--- config.mk ---
export PLATFORM = sky130hd
export DESIGN_NAME = bus_arbiter
export DESIGN_NICKNAME = d
export VERILOG_FILES = /design/src/rtl/bus_pkg.sv /design/src/rtl/bus_arbiter_addr_decoder.sv /design/src/rtl/bus_arbiter.sv
export SDC_FILE = /design/constraint.sdc
export NUM_CORES = 1
export LEC_CHECK = 0
export CAP_MARGIN = 15
export CORE_ASPECT_RATIO = 0.6
export CORE_MARGIN = 10
export CORE_UTILIZATION = 31
export CTS_CLUSTER_SIZE = 20
export DETAILED_ROUTE_END_ITERATION = 10
export PLACE_DENSITY = 0.73
export SLEW_MARGIN = 20
export SYNTH_ARGS = -nofsm -noshare
export SYNTH_HDL_FRONTEND = slang
export SYNTH_SLANG_ARGS = --single-unit
export TNS_END_PERCENT = 50
--- constraint.sdc ---
create_clock -name clk -period 2.7 [get_ports clk]
set_input_delay 0.54 -clock clk [delete_from_list [all_inputs] [get_ports clk]]
set_output_delay 0.54 -clock clk [all_outputs]
set_load 0.1 [all_outputs]
--- src/rtl/bus_pkg.sv ---
// ---------------------------------------------------------------------------
// bus_pkg
// Shared definitions for the two-master bus arbiter:
//   state_t      - arbiter FSM state encoding (IDLE / ISSUE / RESP)
//   master_idx_t - index of a bus master (0 = CPU data port, 1 = DMA/loader)
//   hit_t        - one-hot address decode result {ram, rom, led, none}
//   DEF_*        - default address map
// ---------------------------------------------------------------------------
package bus_pkg;

  typedef enum logic [1:0] {
    ST_IDLE  = 2'd0,
    ST_ISSUE = 2'd1,
    ST_RESP  = 2'd2
  } state_t;

  typedef logic master_idx_t;

  typedef struct packed {
    logic ram;
    logic rom;
    logic led;
    logic none;
  } hit_t;

  localparam logic [31:0] DEF_RAM_BASE = 32'h1000_0000;
  localparam logic [31:0] DEF_RAM_SIZE = 32'd256;
  localparam logic [31:0] DEF_ROM_BASE = 32'h0000_0000;
  localparam logic [31:0] DEF_ROM_SIZE = 32'd256;
  localparam logic [31:0] DEF_LED_ADDR = 32'h2000_0000;

endpackage

--- src/rtl/bus_arbiter_addr_decoder.sv ---
// ---------------------------------------------------------------------------
// addr_decoder
// Combinational address decoder for the arbiter's slave map.
// Ports:
//   addr_i : 32-bit byte address
//   hit_o  : one-hot {ram, rom, led, none}; priority RAM > ROM > LED
// ---------------------------------------------------------------------------
module addr_decoder
  import bus_pkg::*;
#(
  parameter logic [31:0] RAM_BASE = DEF_RAM_BASE,
  parameter logic [31:0] RAM_SIZE = DEF_RAM_SIZE,
  parameter logic [31:0] ROM_BASE = DEF_ROM_BASE,
  parameter logic [31:0] ROM_SIZE = DEF_ROM_SIZE,
  parameter logic [31:0] LED_ADDR = DEF_LED_ADDR
) (
  input  logic [31:0] addr_i,
  output hit_t        hit_o
);

  logic [32:0] ram_off;
  logic [32:0] rom_off;
  logic        ram_hit;
  logic        rom_hit;
  logic        led_hit;

  // Window test in 33 bits: an address below the base underflows into
  // bit 32, so the offset can never compare below the window size, and
  // base+size near the top of the address space cannot wrap.
  always_comb begin
    ram_off = {1'b0, addr_i} - {1'b0, RAM_BASE};
    rom_off = {1'b0, addr_i} - {1'b0, ROM_BASE};
    ram_hit = ram_off < {1'b0, RAM_SIZE};
    rom_hit = rom_off < {1'b0, ROM_SIZE};
    led_hit = addr_i == LED_ADDR;

    hit_o      = '0;
    hit_o.ram  = ram_hit;
    hit_o.rom  = rom_hit && !ram_hit;
    hit_o.led  = led_hit && !ram_hit && !rom_hit;
    hit_o.none = !(ram_hit || rom_hit || led_hit);
  end

endmodule

--- src/rtl/bus_arbiter.sv ---
// ---------------------------------------------------------------------------
// bus_arbiter
// Two-master, single-outstanding bus arbiter onto a RAM / ROM / LED slave map.
// Each transfer takes IDLE (arbitrate + latch) -> ISSUE (gnt, slave enables)
// -> RESP (rvalid, rdata, err), i.e. at most one transfer per 3 cycles.
//
// Build option:
//   BUS_ARBITER_RR_EN defined   : round-robin between simultaneous requests
//   BUS_ARBITER_RR_EN undefined : fixed priority, m0 always wins
//
// Ports:
//   clk, rst                         : clock, synchronous active-high reset
//   mN_req/addr/wdata/wen            : master N request (wen == 0 is a read)
//   mN_gnt                           : request accepted (pulse, ISSUE)
//   mN_rvalid/rdata/err              : response (pulse, RESP)
//   s_addr, s_wdata                  : shared slave address / write data
//   s_wen_ram, s_led_wr              : RAM byte enables, LED write strobe
//   s_rdata_ram/rom/led              : slave read data
// ---------------------------------------------------------------------------
module bus_arbiter
  import bus_pkg::*;
#(
  parameter logic [31:0] RAM_BASE = DEF_RAM_BASE,
  parameter logic [31:0] RAM_SIZE = DEF_RAM_SIZE,
  parameter logic [31:0] ROM_BASE = DEF_ROM_BASE,
  parameter logic [31:0] ROM_SIZE = DEF_ROM_SIZE,
  parameter logic [31:0] LED_ADDR = DEF_LED_ADDR
) (
  input  logic        clk,
  input  logic        rst,
  input  logic        m0_req,
  input  logic [31:0] m0_addr,
  input  logic [31:0] m0_wdata,
  input  logic [3:0]  m0_wen,
  output logic        m0_gnt,
  output logic        m0_rvalid,
  output logic [31:0] m0_rdata,
  output logic        m0_err,
  input  logic        m1_req,
  input  logic [31:0] m1_addr,
  input  logic [31:0] m1_wdata,
  input  logic [3:0]  m1_wen,
  output logic        m1_gnt,
  output logic        m1_rvalid,
  output logic [31:0] m1_rdata,
  output logic        m1_err,
  output logic [31:0] s_addr,
  output logic [31:0] s_wdata,
  output logic [3:0]  s_wen_ram,
  output logic        s_led_wr,
  input  logic [31:0] s_rdata_ram,
  input  logic [31:0] s_rdata_rom,
  input  logic [31:0] s_rdata_led
);

  state_t      state_q;
  master_idx_t idx_q;
  logic [31:0] addr_q;
  logic [31:0] wdata_q;
  logic [3:0]  wen_q;
  hit_t        hit_q;
  logic [1:0]  gnt_q;
  logic [1:0]  rvalid_q;
  logic [3:0]  wen_ram_q;
  logic        led_wr_q;
`ifdef BUS_ARBITER_RR_EN
  master_idx_t last_q;
`endif

  master_idx_t win_d;
  logic [31:0] win_addr_d;
  logic [31:0] win_wdata_d;
  logic [3:0]  win_wen_d;
  hit_t        win_hit_d;
  logic [31:0] rdata_sel;

  // Winner selection; only consumed in IDLE when some request is high.
  always_comb begin
`ifdef BUS_ARBITER_RR_EN
    if (m0_req && m1_req) win_d = ~last_q;
    else                  win_d = master_idx_t'(m1_req);
`else
    win_d = master_idx_t'(!m0_req);
`endif
    win_addr_d  = win_d ? m1_addr  : m0_addr;
    win_wdata_d = win_d ? m1_wdata : m0_wdata;
    win_wen_d   = win_d ? m1_wen   : m0_wen;
  end

  // Decoding the winner's address before latching lets the slave enables
  // be registered outputs that are already valid in ISSUE.
  addr_decoder #(
    .RAM_BASE (RAM_BASE),
    .RAM_SIZE (RAM_SIZE),
    .ROM_BASE (ROM_BASE),
    .ROM_SIZE (ROM_SIZE),
    .LED_ADDR (LED_ADDR)
  ) u_dec (
    .addr_i (win_addr_d),
    .hit_o  (win_hit_d)
  );

  always_ff @(posedge clk) begin
    if (rst) begin
      state_q   <= ST_IDLE;
      idx_q     <= '0;
      addr_q    <= '0;
      wdata_q   <= '0;
      wen_q     <= '0;
      hit_q     <= '0;
      gnt_q     <= '0;
      rvalid_q  <= '0;
      wen_ram_q <= '0;
      led_wr_q  <= 1'b0;
`ifdef BUS_ARBITER_RR_EN
      last_q    <= 1'b1;
`endif
    end else begin
      gnt_q     <= '0;
      rvalid_q  <= '0;
      wen_ram_q <= '0;
      led_wr_q  <= 1'b0;
      case (state_q)
        // IDLE -> ISSUE: arbitrate, latch payload, set up this cycle's strobes
        ST_IDLE: begin
          if (m0_req || m1_req) begin
            state_q   <= ST_ISSUE;
            idx_q     <= win_d;
            addr_q    <= win_addr_d;
            wdata_q   <= win_wdata_d;
            wen_q     <= win_wen_d;
            hit_q     <= win_hit_d;
            gnt_q     <= win_d ? 2'b10 : 2'b01;
            wen_ram_q <= win_hit_d.ram ? win_wen_d : 4'b0000;
            led_wr_q  <= win_hit_d.led && (win_wen_d == 4'b1111);
`ifdef BUS_ARBITER_RR_EN
            last_q    <= win_d;
`endif
          end
        end
        // ISSUE -> RESP: slave samples address now, data returns next cycle
        ST_ISSUE: begin
          state_q  <= ST_RESP;
          rvalid_q <= idx_q ? 2'b10 : 2'b01;
        end
        // RESP -> IDLE
        ST_RESP:  state_q <= ST_IDLE;
        default:  state_q <= ST_IDLE;
      endcase
    end
  end

  // Slave data arrives one cycle after ISSUE, so read data is steered
  // combinationally during RESP rather than registered.
  always_comb begin
    rdata_sel = '0;
    if (wen_q == 4'b0000) begin
      if (hit_q.ram)      rdata_sel = s_rdata_ram;
      else if (hit_q.rom) rdata_sel = s_rdata_rom;
      else if (hit_q.led) rdata_sel = s_rdata_led;
    end
  end

  assign m0_gnt    = gnt_q[0];
  assign m1_gnt    = gnt_q[1];
  assign m0_rvalid = rvalid_q[0];
  assign m1_rvalid = rvalid_q[1];
  assign m0_rdata  = rvalid_q[0] ? rdata_sel : '0;
  assign m1_rdata  = rvalid_q[1] ? rdata_sel : '0;
  assign m0_err    = rvalid_q[0] & hit_q.none;
  assign m1_err    = rvalid_q[1] & hit_q.none;
  assign s_addr    = addr_q;
  assign s_wdata   = wdata_q;
  assign s_wen_ram = wen_ram_q;
  assign s_led_wr  = led_wr_q;

endmodule

==> metrics.md <==
| Metric | Value |
|---|---|
| Sequential cell area fraction in the yosys report | 33.81% |
| Biggest area consumer among synthesized cells | dfxtp_1 |
| Top post-synthesis cells by area | dfxtp_1 (34%), nor2_1 (13%), mux2i_1 (13%) |
| Share of cells above drive strength 1 | 31.43% |
| Clock transition at path regs | 0.06 ns |
| Initial Util | 31.99% |
| Final hold violations | 0 |
| Hold-fix buffers, CTS | 0 |
| DR WL met2 | 11560 um |
| H-tree depth | 3 |
| Setup ws final | slightly below 0.2 ns |
| Top sig layer | met4 |
| Slew Limit Fails | 0 |
| Core area | 15550 um2 |
| Met3 wire len | 2011 um |
| First-pass GRT wire length | 35150 um |
| Die Span Y | 118.1 um |
| HP Class | reg2reg |
| Reg2reg start | state_q[0] |
| Max Root-Sink Buffers | 2 |
| Multi-input gate area in the final layout | 3152 um2 |
| DRC | 0 |
| R2R Setup Slk | 1.09 ns |
| Final Non-Filler Cells | 1133 |
| CP Capture Type | output port |
| Critical path destination | m0_rdata[1] |
| Post-route ant nets | 0 |
| Synthesized area per cell | 8.590 um2 |
| Final Power | 4.479 mW |
| Fin util | 62.46% |
| Post-Syn Area | approximately 5000 um2 |
| Ports | 375 |
| Setup TNS | 0 ns |
| Max Cap Viol | 0 |
| Cts bufs inserted | 9 |
| Gr usage total | 20.66% |
| Setup CP Type | reg2out |
| VDD IR max | about 0.28 mV |
| RSZ-0062 raised after global routing | false |
| DR vias | approximately 5500 |
| Fmax | 0.3994 GHz |
| Worst-path maximum fanout | 32 |
| Worst r2r path cells | 5 |
| Largest net degree at the start of global routing | 103 |
| Fin crit share | between 90% and 100% |
| Ys Warns | 0 |
| Wire length per cell | a little over 20 um |
| DP Area | 9413 um2 |
| Area grow syn2layout | 95.25% |
| Worst Max-Slew Pin Slew | 1.057 ns |
| DR iter-0 viols | 280 |
| Cells after Synth | about 580 |
| Leak | around 3.8 nW |
| Setup violations, final | 0 |
| Port bufs | 374 |
| CP startpoint | hit_q[1] |
| Vias in the first global route | ~5700 |
| Initial antenna violation count | 1 |
| Filler instances | 1330 |
| Layout Nets | about 1200 |
| CTS tree | done |
| Crit path DAT | 1.96 ns |
| Die X | 183.5 um |
| Clk_skew | 0.006780 ns |
| Clock Tree Root | clkbuf_16 |
| Slew margin rel. | 29.51% |
| Storage cell area | 1684 um2 |
| FP Rows | 35 |
| Post-CTS resize count | 0 |
| Post-synth top area share | 33.81% |
| Remaining Overflow, GRT | 0 |
| Placed cells | 1116 |
| FF+latch count, synth | 84 |
| End of the worst register-to-register path | s_wdata[29] |
| Drt via density | 4.872 |
| Distinct cells, synth | 45 |
| Setup repair bufs after CTS | 0 |
| Die Area | ~22000 um2 |
| Crit start category | register |
| PwrDens | roughly 460 nW/um2 |
| Sink Count | 84 |
| Pre-CTS setup slack | 0.3063 ns |
| Post-DP HPWL | 19270 um |
| Fin crit period | 2.504 ns |
| Drt total wl | 23380 um |
| Clk Latency, worst-skew pair | 0.33 ns |
| Status | completed |
| Met1 WL | 9711 um |
| Placer Congestion | between 0.8 and 0.9 |
| Fin Hold WS | 0.4405 ns |
| DRT Pass-1 Iters | 6 |
| Final instance area | 9711 um2 |
| Worst EP required | 2.16 ns |
| Syn nets | 817 |
==> sequential cells by signal (all words and copies together), names as in the netlist, 2 cells and up <==
signal,cells
s_addr,32
state_q,2
s_wen_ram,4
gnt_q,2
rvalid_q,2
wen_q,4
s_wdata,32
hit_q,4
==> Yosys cell counts (all sizes together) <==
master  number
a211oi      69
and2         3
and2b        1
ha           2
a22oi       32
mux2i       67
buf         29
nand3        2
o21ba        1
a311oi       1
nor2       178
o32ai        1
or3          1
nor4        12
and4         1
clkbuf      25
o211ai       1
xnor2        1
nand3b       2
and3         3
a21oi       36
nand2b       2
or4          1
nor4b        1
nor2b        3
o21a         1
inv          2
o22ai        1
nand2       11
nand4        5
dfxtp       84
==> layout by cell type, fill, tap and decap left out, types with 2 or more instances in the layout <==
cell type and n:
a211oi_1 31, a211oi_2 38, ha_1 2, nand4_1 3, nand2_1 8, nor2_4 6
clkbuf_8 2, nand2_2 3, and3_1 3, nand4_2 2, a22oi_1 32, nor2_2 55
nand2b_1 2, a21oi_1 35, and2_1 3, clkinvlp_4 3, nor4_1 9, clkbuf_16 9
buf_12 66, inv_1 2, nand3_1 2, mux2i_1 66, dfxtp_2 2, clkdlybuf4s50_1 233
nor4_2 2, nor2_1 117, dfxtp_1 82, buf_4 89
==> report_power, final <==
| part | switching, mW | internal (mW) | leakage (nW) | total [mW] |
|---|---|---|---|---|
| registers | 0.0680 | 1.37 | 0.697 | 1.43 |
| clock network | 0.488 | 0.673 | 0.134 | 1.16 |
| logic | 1.25 | 0.628 | 2.95 | 1.88 |
| total | 1.81 | 2.67 | 3.79 | 4.48 |
==> logic make-up after synthesis <==
logic type / share of synthesized area, %
xor+xnor: 0.1761
compound gates: 24.38
mux: 13.74
buf+inv: 6.717
fa+ha+maj: 0.5031
flops: 33.81
simple gates: 20.68
==> metal layers <==
| metal | vias to the layer above | GRT usage [%] |
|---|---|---|
| met3 | 6 | 7.861 |
| met2 | 207 | 35.53 |
| met4 | 0 | 2.142 |
| met5 | - | 0 |
| li1 | 2772 | - |
| met1 | 2535 | 24.59 |
==> critical path, stage by stage, from the launching register on <==
cell and delay, ns:
dfxtp_1 0.30, nor2b_2 0.14, buf_4 0.24, a22oi_1 0.20
nor2_1 0.06, a21oi_1 0.38, nor2_2 0.11, buf_12 0.18
==> layout make-up <==
type / count / share of cell area [%]
Inverter: 2 / 0.07731
Tap cell: 203 / 2.616
Timing Repair Buffer: 388 / 44.50
Clock buffer: 11 / 2.603
Multi-Input combinational cell: 439 / 32.46
Sequential cell: 84 / 17.34
Antenna cell: 1 / 0.02577
Clock inverter: 5 / 0.3737
==> worst min path at each step <==
stage                     start     endpoint  cells past startpoint
after floorplan           idx_q  rvalid_q[0]                      1
after global placement    idx_q  rvalid_q[0]                      1
after detailed placement  idx_q  rvalid_q[0]                      1
after CTS                 idx_q  rvalid_q[0]                      1
after global routing      idx_q  rvalid_q[0]                      1
final                     idx_q  rvalid_q[0]                      1
No activity file was read; power rests on OpenSTA's default activity.
